===== src/rtl/alarm_pkg.sv =====
// alarm_pkg: state encoding, countdown width and default channel masks
// shared by the smart alarm controller and its debounce front end.
package alarm_pkg;

    typedef enum logic [2:0] {
        ST_DISARMED = 3'd0,
        ST_EXIT     = 3'd1,
        ST_ARMED    = 3'd2,
        ST_ENTRY    = 3'd3,
        ST_ALARM    = 3'd4
    } alarm_state_e;

    localparam int CNT_W = 16;

    localparam logic [3:0] DEF_MOTION_MASK  = 4'b0001;
    localparam logic [3:0] DEF_ENTRY_MASK   = 4'b1010;
    localparam logic [3:0] DEF_INSTANT_MASK = 4'b0100;

    // Countdown step that holds at zero instead of wrapping.
    function automatic logic [CNT_W-1:0] cnt_dec(
        input logic [CNT_W-1:0] c
    );
        return (c == '0) ? '0 : c - CNT_W'(1);
    endfunction

endpackage


===== src/rtl/sensor_debounce.sv =====
// sensor_debounce: two-flop synchronizer plus run-length debouncer for
// one asynchronous sensor line; level changes after a full disagreeing run.
module sensor_debounce #(
    parameter int DEBOUNCE_CYCLES = 4
) (
    input  logic clk,
    input  logic rst,
    input  logic raw_in,
    output logic level_out
);

    localparam logic [7:0] RUN_LAST = 8'(DEBOUNCE_CYCLES - 1);

    logic       s1_q, s1_d;
    logic       s2_q, s2_d;
    logic       level_q, level_d;
    logic [7:0] run_q, run_d;

    // Next-state: shift the synchronizer, count disagreeing cycles.
    always_comb begin
        s1_d    = raw_in;
        s2_d    = s1_q;
        level_d = level_q;
        run_d   = '0;
        if (s2_q != level_q) begin
            if (run_q == RUN_LAST) begin
                level_d = s2_q;
                run_d   = '0;
            end else begin
                run_d = run_q + 8'd1;
            end
        end
    end

    // Registers with synchronous reset.
    always_ff @(posedge clk) begin
        if (rst) begin
            s1_q    <= 1'b0;
            s2_q    <= 1'b0;
            level_q <= 1'b0;
            run_q   <= '0;
        end else begin
            s1_q    <= s1_d;
            s2_q    <= s2_d;
            level_q <= level_d;
            run_q   <= run_d;
        end
    end

    assign level_out = level_q;

endmodule


===== src/rtl/smart_alarm_ctrl.sv =====
// smart_alarm_ctrl: arm/exit/entry/alarm sequencer over debounced sensors.
// Optional siren timeout is enabled by defining ALARM_SIREN_TIMEOUT_EN.
module smart_alarm_ctrl
    import alarm_pkg::*;
#(
`ifdef ALARM_SIREN_TIMEOUT_EN
    parameter int SIREN_CYCLES = 64,
`endif
    parameter int N_SENSORS       = 4,
    parameter int DEBOUNCE_CYCLES = 4,
    parameter int EXIT_DELAY      = 8,
    parameter int ENTRY_DELAY     = 16,
    parameter logic [N_SENSORS-1:0] MOTION_MASK  =
        N_SENSORS'(DEF_MOTION_MASK),
    parameter logic [N_SENSORS-1:0] ENTRY_MASK   =
        N_SENSORS'(DEF_ENTRY_MASK),
    parameter logic [N_SENSORS-1:0] INSTANT_MASK =
        N_SENSORS'(DEF_INSTANT_MASK)
) (
    input  logic                 clk,
    input  logic                 rst,
    input  logic [N_SENSORS-1:0] sensor_in,
    input  logic                 arm,
    input  logic                 disarm,
    output logic                 alarm,
    output logic                 armed,
    output logic [2:0]           state,
    output logic [N_SENSORS-1:0] trip_latch
);

    localparam logic [CNT_W-1:0] EXIT_LOAD  = CNT_W'(EXIT_DELAY - 1);
    localparam logic [CNT_W-1:0] ENTRY_LOAD = CNT_W'(ENTRY_DELAY - 1);
`ifdef ALARM_SIREN_TIMEOUT_EN
    localparam logic [CNT_W-1:0] SIREN_LOAD = CNT_W'(SIREN_CYCLES - 1);
`else
    localparam logic [CNT_W-1:0] SIREN_LOAD = '0;
`endif

    logic [N_SENSORS-1:0] deb;

    alarm_state_e         state_q, state_d;
    logic [CNT_W-1:0]     cnt_q, cnt_d;
    logic [N_SENSORS-1:0] trip_q, trip_d;
    logic                 alarm_q, alarm_d;
    logic                 armed_q, armed_d;

    logic hit_instant;
    logic hit_coinc;
    logic hit_entry;

    for (genvar g = 0; g < N_SENSORS; g++) begin : g_deb
        sensor_debounce #(
            .DEBOUNCE_CYCLES(DEBOUNCE_CYCLES)
        ) u_deb (
            .clk      (clk),
            .rst      (rst),
            .raw_in   (sensor_in[g]),
            .level_out(deb[g])
        );
    end

    // Classify the debounced channels into trip conditions.
    always_comb begin
        hit_instant = |(deb & INSTANT_MASK);
        hit_coinc   = (|(deb & MOTION_MASK)) & (|(deb & ENTRY_MASK));
        hit_entry   = |(deb & ENTRY_MASK);
    end

    // Next-state, countdown and trip record; disarm overrides all.
    always_comb begin
        state_d = state_q;
        cnt_d   = cnt_q;
        trip_d  = trip_q;
        if (disarm) begin
            state_d = ST_DISARMED;
            cnt_d   = '0;
            trip_d  = '0;
        end else begin
            unique case (state_q)
                ST_DISARMED: begin
                    if (arm) begin
                        state_d = ST_EXIT;
                        cnt_d   = EXIT_LOAD;
                    end
                end
                ST_EXIT: begin
                    if (cnt_q == '0) begin
                        state_d = ST_ARMED;
                    end else begin
                        cnt_d = cnt_dec(cnt_q);
                    end
                end
                ST_ARMED: begin
                    trip_d = trip_q | deb;
                    if (hit_instant || hit_coinc) begin
                        state_d = ST_ALARM;
                        cnt_d   = SIREN_LOAD;
                    end else if (hit_entry) begin
                        state_d = ST_ENTRY;
                        cnt_d   = ENTRY_LOAD;
                    end
                end
                ST_ENTRY: begin
                    trip_d = trip_q | deb;
                    if (hit_instant || hit_coinc || cnt_q == '0) begin
                        state_d = ST_ALARM;
                        cnt_d   = SIREN_LOAD;
                    end else begin
                        cnt_d = cnt_dec(cnt_q);
                    end
                end
                ST_ALARM: begin
`ifdef ALARM_SIREN_TIMEOUT_EN
                    if (cnt_q == '0) begin
                        state_d = ST_ARMED;
                    end else begin
                        cnt_d = cnt_dec(cnt_q);
                    end
`endif
                end
                default: begin
                    state_d = ST_DISARMED;
                    cnt_d   = '0;
                end
            endcase
        end
        alarm_d = (state_d == ST_ALARM);
        armed_d = (state_d != ST_DISARMED);
    end

    // State and registered outputs with synchronous reset.
    always_ff @(posedge clk) begin
        if (rst) begin
            state_q <= ST_DISARMED;
            cnt_q   <= '0;
            trip_q  <= '0;
            alarm_q <= 1'b0;
            armed_q <= 1'b0;
        end else begin
            state_q <= state_d;
            cnt_q   <= cnt_d;
            trip_q  <= trip_d;
            alarm_q <= alarm_d;
            armed_q <= armed_d;
        end
    end

    assign alarm      = alarm_q;
    assign armed      = armed_q;
    assign state      = state_q;
    assign trip_latch = trip_q;

endmodule

===== config.mk =====
export PLATFORM = sky130hd
export DESIGN_NAME = smart_alarm_ctrl
export DESIGN_NICKNAME = d
export VERILOG_FILES = /design/src/rtl/alarm_pkg.sv /design/src/rtl/sensor_debounce.sv /design/src/rtl/smart_alarm_ctrl.sv
export SDC_FILE = /design/constraint.sdc
export NUM_CORES = 1
export LEC_CHECK = 0
export BUFFER_PORTS_ARGS = -buffer_cell sky130_fd_sc_hd__buf_2
export CAP_MARGIN = 0
export CORE_MARGIN = 5
export CORE_UTILIZATION = 60
export DETAILED_ROUTE_END_ITERATION = 16
export PLACE_DENSITY_LB_ADDON = 0.25
export SLEW_MARGIN = 20
export SYNTH_ARGS = -nofsm -noshare
export SYNTH_HDL_FRONTEND = slang
export SYNTH_SLANG_ARGS = --single-unit

===== constraint.sdc =====
create_clock -name clk -period 5.74 [get_ports clk]
set_input_delay 0.861 -clock clk [delete_from_list [all_inputs] [get_ports clk]]
set_output_delay 0.861 -clock clk [all_outputs]
set_load 0.01 [all_outputs]

==> key figures, run 1 <==
STA
  • Setup TNS: 0 ps
  • Top achievable clock speed: 441 MHz
  • Final hold slack: approximately 440 ps
  • RSZ-0062 raised after global routing: no
  • Hold Vio Cnt, Final: 0
  • Final min period: 2270 ps
  • Worst-margin pin slew: ~660 ps
  • Tcrit/Tclk final: 0.395
  • Max-slew headroom: 0.557
  • Worst clock skew: about 11 ps
  • Max Slew Vio Count: 0
  • Final setup fails: 0

Logic synthesis
  • Largest area contributor in the netlist: dfxtp_1
  • Sequential fraction of the synthesis area: 0.475
  • Async S/R FF share, synth: 0
  • EDFF count, synth: 0
  • Syn Inst Count: about 330
  • Synth top area cells: dfxtp_1 (48%), nor2_1 (7.7%), xor2_1 (5.4%)
  • Flops & latches, synth: 69
  • Syn nets: roughly 340
  • Unique masters post-synth: 45
  • Main flop type after synthesis: dfxtp_1
  • Syn Area/Cell: roughly 8.8 sq um
  • Synth top cells by count: dfxtp_1 (69), nor2_1 (60), nand2_1 (28)
  • Synth warn: 0
  • Synth top area share: 0.475
  • Post-Syn Area: between 0.002 and 0.003 sq mm
  • Most instantiated library cell after synthesis: dfxtp_1

Global route
  • Initial antenna violation count: 0
  • GR Util met1: 0.263
  • GRT Total Usage: 0.201
  • First-pass GRT wire length: roughly 10000 um
  • Grt met3 use: 0.0632
  • Met2 Usage GRT: 0.306
  • Total congestion overflow: 0
  • Largest net degree at the start of global routing: 20
  • Gr busiest metal: met2
  • Vias in the first global route: roughly 2200

Floorplanning
  • Placeable Area: between 0.004 and 0.005 sq mm
  • Die footprint: about 0.0063 sq mm
  • Top Ports: 17
  • Initial Utilization: 0.616
  • Die extent in x: 79.6 um
  • Chip height: around 80 um
  • Row count: 25

Pwr
  • Leakage: between 1 and 1.5 nW
  • Maximum VDD drop: 0.191 mV
  • Design Power: ~1.2 mW
  • Seq pwr share: 0.463
  • Clk network pwr share: 0.325
  • P per Cell Area: approximately 360 mW/mm^2
  • Sw power: about 0.37 mW
  • Sw Share: 0.317
  • Int Pwr: 0.796 mW
  • Comb pwr share: 0.212

CTS
  • CTS tree: built
  • Post-CTS sizing: 0
  • Worst skew pair latency: approximately 340 ps
  • Root cell of the clock tree: clkbuf_8
  • H-tree levels: 3
  • Clock buffer depth: 2
  • Clock slew at reported path FFs: ~70 ps
  • Setup bufs post-CTS: 0
  • Post-CTS Hold Buffers: 0
  • CTS Buf Count: 9
  • CTS Sinks: between 60 and 70

Final layout
  • Layout area overhead: 11.5%
  • Final nets: around 370
  • Fill count: between 300 and 400
  • Post-Layout Cell Count: between 400 and 500
  • Util after Layout: 0.687
  • Fraction of layout cells with a size suffix above 1: 0.123
  • Diode count: 0

Hold path
  • Hold Crit Depth: 1
  • Hold Path Class: flop to flop

Route
  • Vias/cell: ~5.5
  • Drt first pass iters: 4
  • Total Wirelength: 5610 um
  • WL/cell: between 10 and 15 um
  • Initial DRC count: between 200 and 250
  • DR vias: 2349
  • Antenna Nets Post-Route: 0
  • DRC viols: 0

Place
  • I/O Buffers: 16
  • Final Wtd Congestion: between 0.8 and 0.9
  • Placed Cells: slightly above 400
  • Post-DP HPWL: 3960 um

Setup path
  • FF-to-FF path depth: 8
  • Startpoint class of the critical path: flop
  • WP data arrival: roughly 2500 ps
  • Critical path type: flop to flop
  • WP data required: roughly 6000 ps
  • Worst-path fanout max: 9
  • Setup crit end kind: flop

Status
  • Run status: complete, no violations

Flow run
  • Max Cap Violations: 0
routing by layer:
| metal | vias to the layer above | share of wire | wire length, um |
|---|---|---|---|
| met3 | 5 | 0.051 | 285 |
| met5 | - | 0 | 0 |
| met2 | 49 | 0.45 | 2550 |
| met1 | 1101 | 0.48 | 2720 |
| li1 | 1194 | - | - |
| met4 | 0 | 0.0094 | 53 |
per-stage QoR:
step / instance area (sq um) / setup slack (ps)
finish: 3240 / 3470
global placement: 3050 / 3320
floorplan: 2910 / 3490
CTS: 3240 / 3460
detailed placement: 3050 / 3280
global route: 3240 / 3300
worst max-delay path: stages, from the launching register on:
cell	delay, ps
dfxtp_1	340
inv_1	80
ha_1	190
nor3b_2	340
nand3_2	290
nor2_2	370
a21o_1	350
o21ai_0	130
o21ai_0	100
placed cells by master (no fill, tap or decap), types with 5 or more instances in the layout:
cell type / netlist / final
and3_1: 11 / 11
o211ai_1: 7 / 7
nor2b_1: 8 / 8
dfxtp_1: 69 / 69
buf_2: 1 / 16
nor2_1: 60 / 60
clkbuf_8: 0 / 9
xnor2_1: 11 / 11
nor3_1: 9 / 9
xor2_1: 18 / 18
nand3_1: 23 / 23
ha_1: 5 / 5
a21oi_1: 11 / 11
inv_1: 8 / 8
o21ai_0: 11 / 11
a31oi_1: 5 / 5
nand2_1: 28 / 28
worst paths after layout:
check / from / end / slack (ps)
max: cnt_q[0] / cnt_q[11] / 3470
min: g_deb[3].u_deb.s1_q / g_deb[3].u_deb.s2_q / 440
max reg2reg: cnt_q[0] / cnt_q[11] / 3470
min reg2reg: g_deb[3].u_deb.s1_q / g_deb[3].u_deb.s2_q / 440
area by class of cell:
cell class	instances	area, sq um	area share
clock buffer	10	128	0.0394
clock inverter	6	63.8	0.0197
inverter	8	30.0	0.00926
multi-input combinational	249	1480	0.455
sequential	69	1380	0.426
tap	67	83.8	0.0258
timing repair buffer	16	80.1	0.0247
power by group through the flow:
| stage | registers, mW | logic [mW] | clock network, mW |
|---|---|---|---|
| 3_3_place_gp | 0.549 | 0.236 | 0 |
| 4_1_cts | 0.538 | 0.245 | 0.387 |
| 3_5_place_dp | 0.548 | 0.241 | 0 |
| 5_1_grt | 0.542 | 0.271 | 0.413 |
| 6_report | 0.539 | 0.247 | 0.379 |
| 2_1_floorplan | 0.541 | 0.198 | 0 |
kinds of logic (layout without fill, tap and decap cells):
group | Yosys count | after routing | synth area share
AOI/OAI and AO/OA | 46 | 46 | 0.105
buffers and inverters | 13 | 40 | 0.0172
xor gates and xnor gates | 29 | 29 | 0.0873
DFF | 69 | 69 | 0.475
and+or+nand+nor | 164 | 164 | 0.277
muxes | 5 | 5 | 0.0176
adders and majority gates | 5 | 5 | 0.0215
registers in the layout, indices dropped and copies added (netlist names):
name and flops:
g_deb.u_deb.run_q 32, g_deb.u_deb.s2_q 4, cnt_q 16, trip_latch 4, g_deb.u_deb.s1_q 4, armed 1
state 3, g_deb.u_deb.level_out 4, alarm 1
(Power assumes the default switching activity.)
==> inputs of run 2 (changes only) <==
--- a/config.mk
+++ b/config.mk
@@ -5,10 +5,11 @@
 export SDC_FILE = /design/constraint.sdc
 export NUM_CORES = 1
 export LEC_CHECK = 0
+export ABC_AREA = 1
 export BUFFER_PORTS_ARGS = -buffer_cell sky130_fd_sc_hd__buf_2
 export CAP_MARGIN = 0
 export CORE_MARGIN = 5
-export CORE_UTILIZATION = 60
+export CORE_UTILIZATION = 54
 export DETAILED_ROUTE_END_ITERATION = 16
 export PLACE_DENSITY_LB_ADDON = 0.25
 export SLEW_MARGIN = 20
==> constraint.sdc (replaced) <==
create_clock -name clk -period 2.05 [get_ports clk]
set_input_delay 0.3075 -clock clk [delete_from_list [all_inputs] [get_ports clk]]
set_output_delay 0.3075 -clock clk [all_outputs]
set_load 0.01 [all_outputs]
==> run 2 against run 1 <==
Against the previous run: wire length is 6.9% higher; die area grew 20%; synthesized cell count increased by 35%; clock power rose to 2.7 times the previous value; highest routed layer unchanged.
==> key figures, run 2 <==
Logic synthesis
  • Most instantiated library cell after synthesis: nand2_1
  • Synth warn: 0 (unchanged)
  • Main flop type after synthesis: dfxtp_1
  • EDFF count, synth: 0 (unchanged)
  • Post-Syn Area: 0.00321 sq mm (+11%)
  • Sequential fraction of the synthesis area: 0.430 (-0.0453)
  • Synth top area cells: dfxtp_1 (43%), nand2_1 (9.7%), nor2_1 (8.9%)
  • Syn Inst Count: 446 (+35%)
  • Synth top area share: 0.430 (-0.0453)
  • Syn Area/Cell: 7.21 sq um (-18%)
  • Largest area contributor in the netlist: dfxtp_1
  • Syn nets: 459 (+33%)
  • Unique masters post-synth: 30 (-33%)
  • Async S/R FF share, synth: 0 (unchanged)
  • Synth top cells by count: nand2_1 (83), nor2_1 (76), dfxtp_1 (69)
  • Flops & latches, synth: 69 (unchanged)

Setup path
  • R2r setup slk: 240 ps (-3230 ps)
  • Setup crit end kind: flop
  • Startpoint class of the critical path: flop
  • Worst R2R Start: cnt_q[0]
  • WP data required: 2270 ps (-3720 ps)
  • FF-to-FF path depth: 9 (+1)
  • Worst-path fanout max: 7 (-2)
  • Critical path type: flop to flop
  • Reg-to-Reg End: cnt_q[8]
  • WP data arrival: 2030 ps (-490 ps)

Hold path
  • WHS Endpoint: g_deb[0].u_deb.s1_q
  • Min-delay src: sensor_in[0]
  • Hold Path Class: input pin to flop
  • Hold Crit Depth: 3 (+2)

Route
  • WL/cell: 10.9 um (-18%)
  • Initial DRC count: 173 (-23%)
  • DR vias: 2773 (+18%)
  • Total Wirelength: 6000 um (+6.9%)
  • Vias/cell: 5.03 (-8.9%)
  • Antenna Nets Post-Route: 0 (unchanged)
  • DRC viols: 0 (unchanged)
  • Drt first pass iters: 5 (+1)

STA
  • Final min period: 1810 ps (-460 ps)
  • Worst clock skew: 7.16 ps (-4.19 ps)
  • RSZ-0062 raised after global routing: no
  • Setup TNS: 0 ps (unchanged)
  • Top achievable clock speed: 553 MHz (+25%)
  • Final setup fails: 0 (unchanged)
  • Final hold slack: 167 ps (-275 ps)
  • Tcrit/Tclk final: 0.883 (+0.487)
  • Hold Vio Cnt, Final: 0 (unchanged)
  • Worst-margin pin slew: 499 ps (-159 ps)
  • Max-slew headroom: 0.665 (+0.107)
  • Max Slew Vio Count: 0 (unchanged)

Final layout
  • Leading cell type in the layout, fill and taps excluded: nand2_1
  • Most frequent cells in the layout: nand2_1 (83), nor2_1 (76), dfxtp_1 (69), inv_1 (67), nand3_1 (28)
  • Final nets: 486 (+33%)
  • Layout area overhead: 10.9%
  • Max FFs per register: 32 (unchanged)
  • Diode count: 0 (unchanged)
  • Fin area: 0.00356 sq mm (+9.9%)
  • Most flops, register: g_deb.u_deb.run_q
  • Biggest regs: g_deb.u_deb.run_q: 32 flops, cnt_q: 16 flops
  • Fraction of layout cells with a size suffix above 1: 0.118 (-0.00526)

Global route
  • GRT Total Usage: 0.176 (-0.0258)
  • First-pass GRT wire length: 10600 um (+6.0%)
  • Vias in the first global route: 2503 (+14%)
  • Largest net degree at the start of global routing: 12 (-40%)
  • Total congestion overflow: 0 (unchanged)
  • Initial antenna violation count: 0 (unchanged)

Place
  • I/O Buffers: 16 (unchanged)
  • Final Wtd Congestion: 0.881 (+7.7%)
  • Post-DP HPWL: 4490 um (+13%)
  • Placed inst area: 0.00338 sq mm (+11%)

CTS
  • CTS Sinks: 69 (unchanged)
  • H-tree levels: 3 (unchanged)
  • Post-CTS Hold Buffers: 0 (unchanged)
  • Clock slew at reported path FFs: 70 ps (about the same)
  • Setup bufs post-CTS: 0 (unchanged)
  • CTS Buf Count: 9 (unchanged)
  • CTS tree: built
  • Worst skew pair latency: 340 ps (about the same)
  • Clock buffer depth: 2 (unchanged)
  • Post-CTS sizing: 0 (unchanged)
  • Root cell of the clock tree: clkbuf_8

Pwr
  • Leakage: 1.53 nW (+20%)
  • Maximum VDD drop: 0.525 mV (+180%)
  • P per Cell Area: 771 mW/mm^2 (+110%)

Floorplanning
  • Row count: 28 (+12%)
  • Die extent in x: 87.2 um (+9.5%)
  • Top Ports: 17 (unchanged)
  • Placeable Area: 0.00585 sq mm (+24%)
  • Initial Utilization: 0.549 (-0.0662)
  • Die footprint: 0.00760 sq mm (+20%)
  • Chip height: 87.2 um (+9.5%)

Status
  • Run status: complete, no violations

Flow run
  • Max Cap Violations: 0 (unchanged)
[run 2: how the worst max path moves through the flow]
stage,depth (start not counted),slack (ps),endpoint,from
2_1_floorplan,9,480,cnt_q[10],cnt_q[0]
3_3_place_gp,9,300,cnt_q[10],cnt_q[0]
3_5_place_dp,9,250,cnt_q[8],cnt_q[0]
4_1_cts,9,220,cnt_q[8],cnt_q[0]
5_1_grt,9,10,cnt_q[10],cnt_q[0]
6_report,9,240,cnt_q[8],cnt_q[0]
[run 2: final cells by class]
| class | count | area (sq um) |
|---|---|---|
| clock buffer | 12 | 145 |
| multi-input combinational | 304 | 1540 |
| sequential | 69 | 1380 |
| fill | 538 | 2290 |
| timing repair buffer | 19 | 103 |
| inverter | 70 | 265 |
| tap | 75 | 93.8 |
| clock inverter | 2 | 35.0 |
[run 2: routing by layer]
layer	part of all wire	GRT usage
met5	0	0
met4	0.030	0.0893
met3	0.041	0.0445
met2	0.45	0.276
met1	0.48	0.223
[run 2: worst max-delay path: stages, from the launching register on]
cell	delay [ps]
dfxtp_1	310
inv_1	140
ha_1	210
nand2_1	130
nor2_2	230
nand2_1	200
nand3_2	150
nand3_2	110
nand2_2	150
nor2_1	70
[run 2: logic make-up after synthesis]
| family | count (synthesis) | share of synthesized area |
|---|---|---|
| DFF | 69 | 0.430 |
| buffers and inverters | 73 | 0.0907 |
| adders and majority gates | 5 | 0.0195 |
| xor gates and xnor gates | 8 | 0.0218 |
| and+or+nand+nor | 240 | 0.351 |
| AOI/OAI and AO/OA | 51 | 0.0876 |
[run 2: metrics by stage]
stage               power, mW  instances  utilization  worst slack [ps]
global route             2.88        551        0.609              14.8
global placement         1.73        537        0.578               305
CTS                      2.77        551        0.609               217
floorplan                1.67        446            -               480
detailed placement       1.73        537        0.578               245
finish                   2.75        551        0.609               240
[run 2: report_power, final]
| group | total, mW | internal [mW] | switching, mW |
|---|---|---|---|
| clock network | 1.04 | 0.581 | 0.461 |
| registers | 1.39 | 1.37 | 0.0209 |
| logic | 0.318 | 0.107 | 0.212 |
| total | 2.75 | 2.05 | 0.694 |
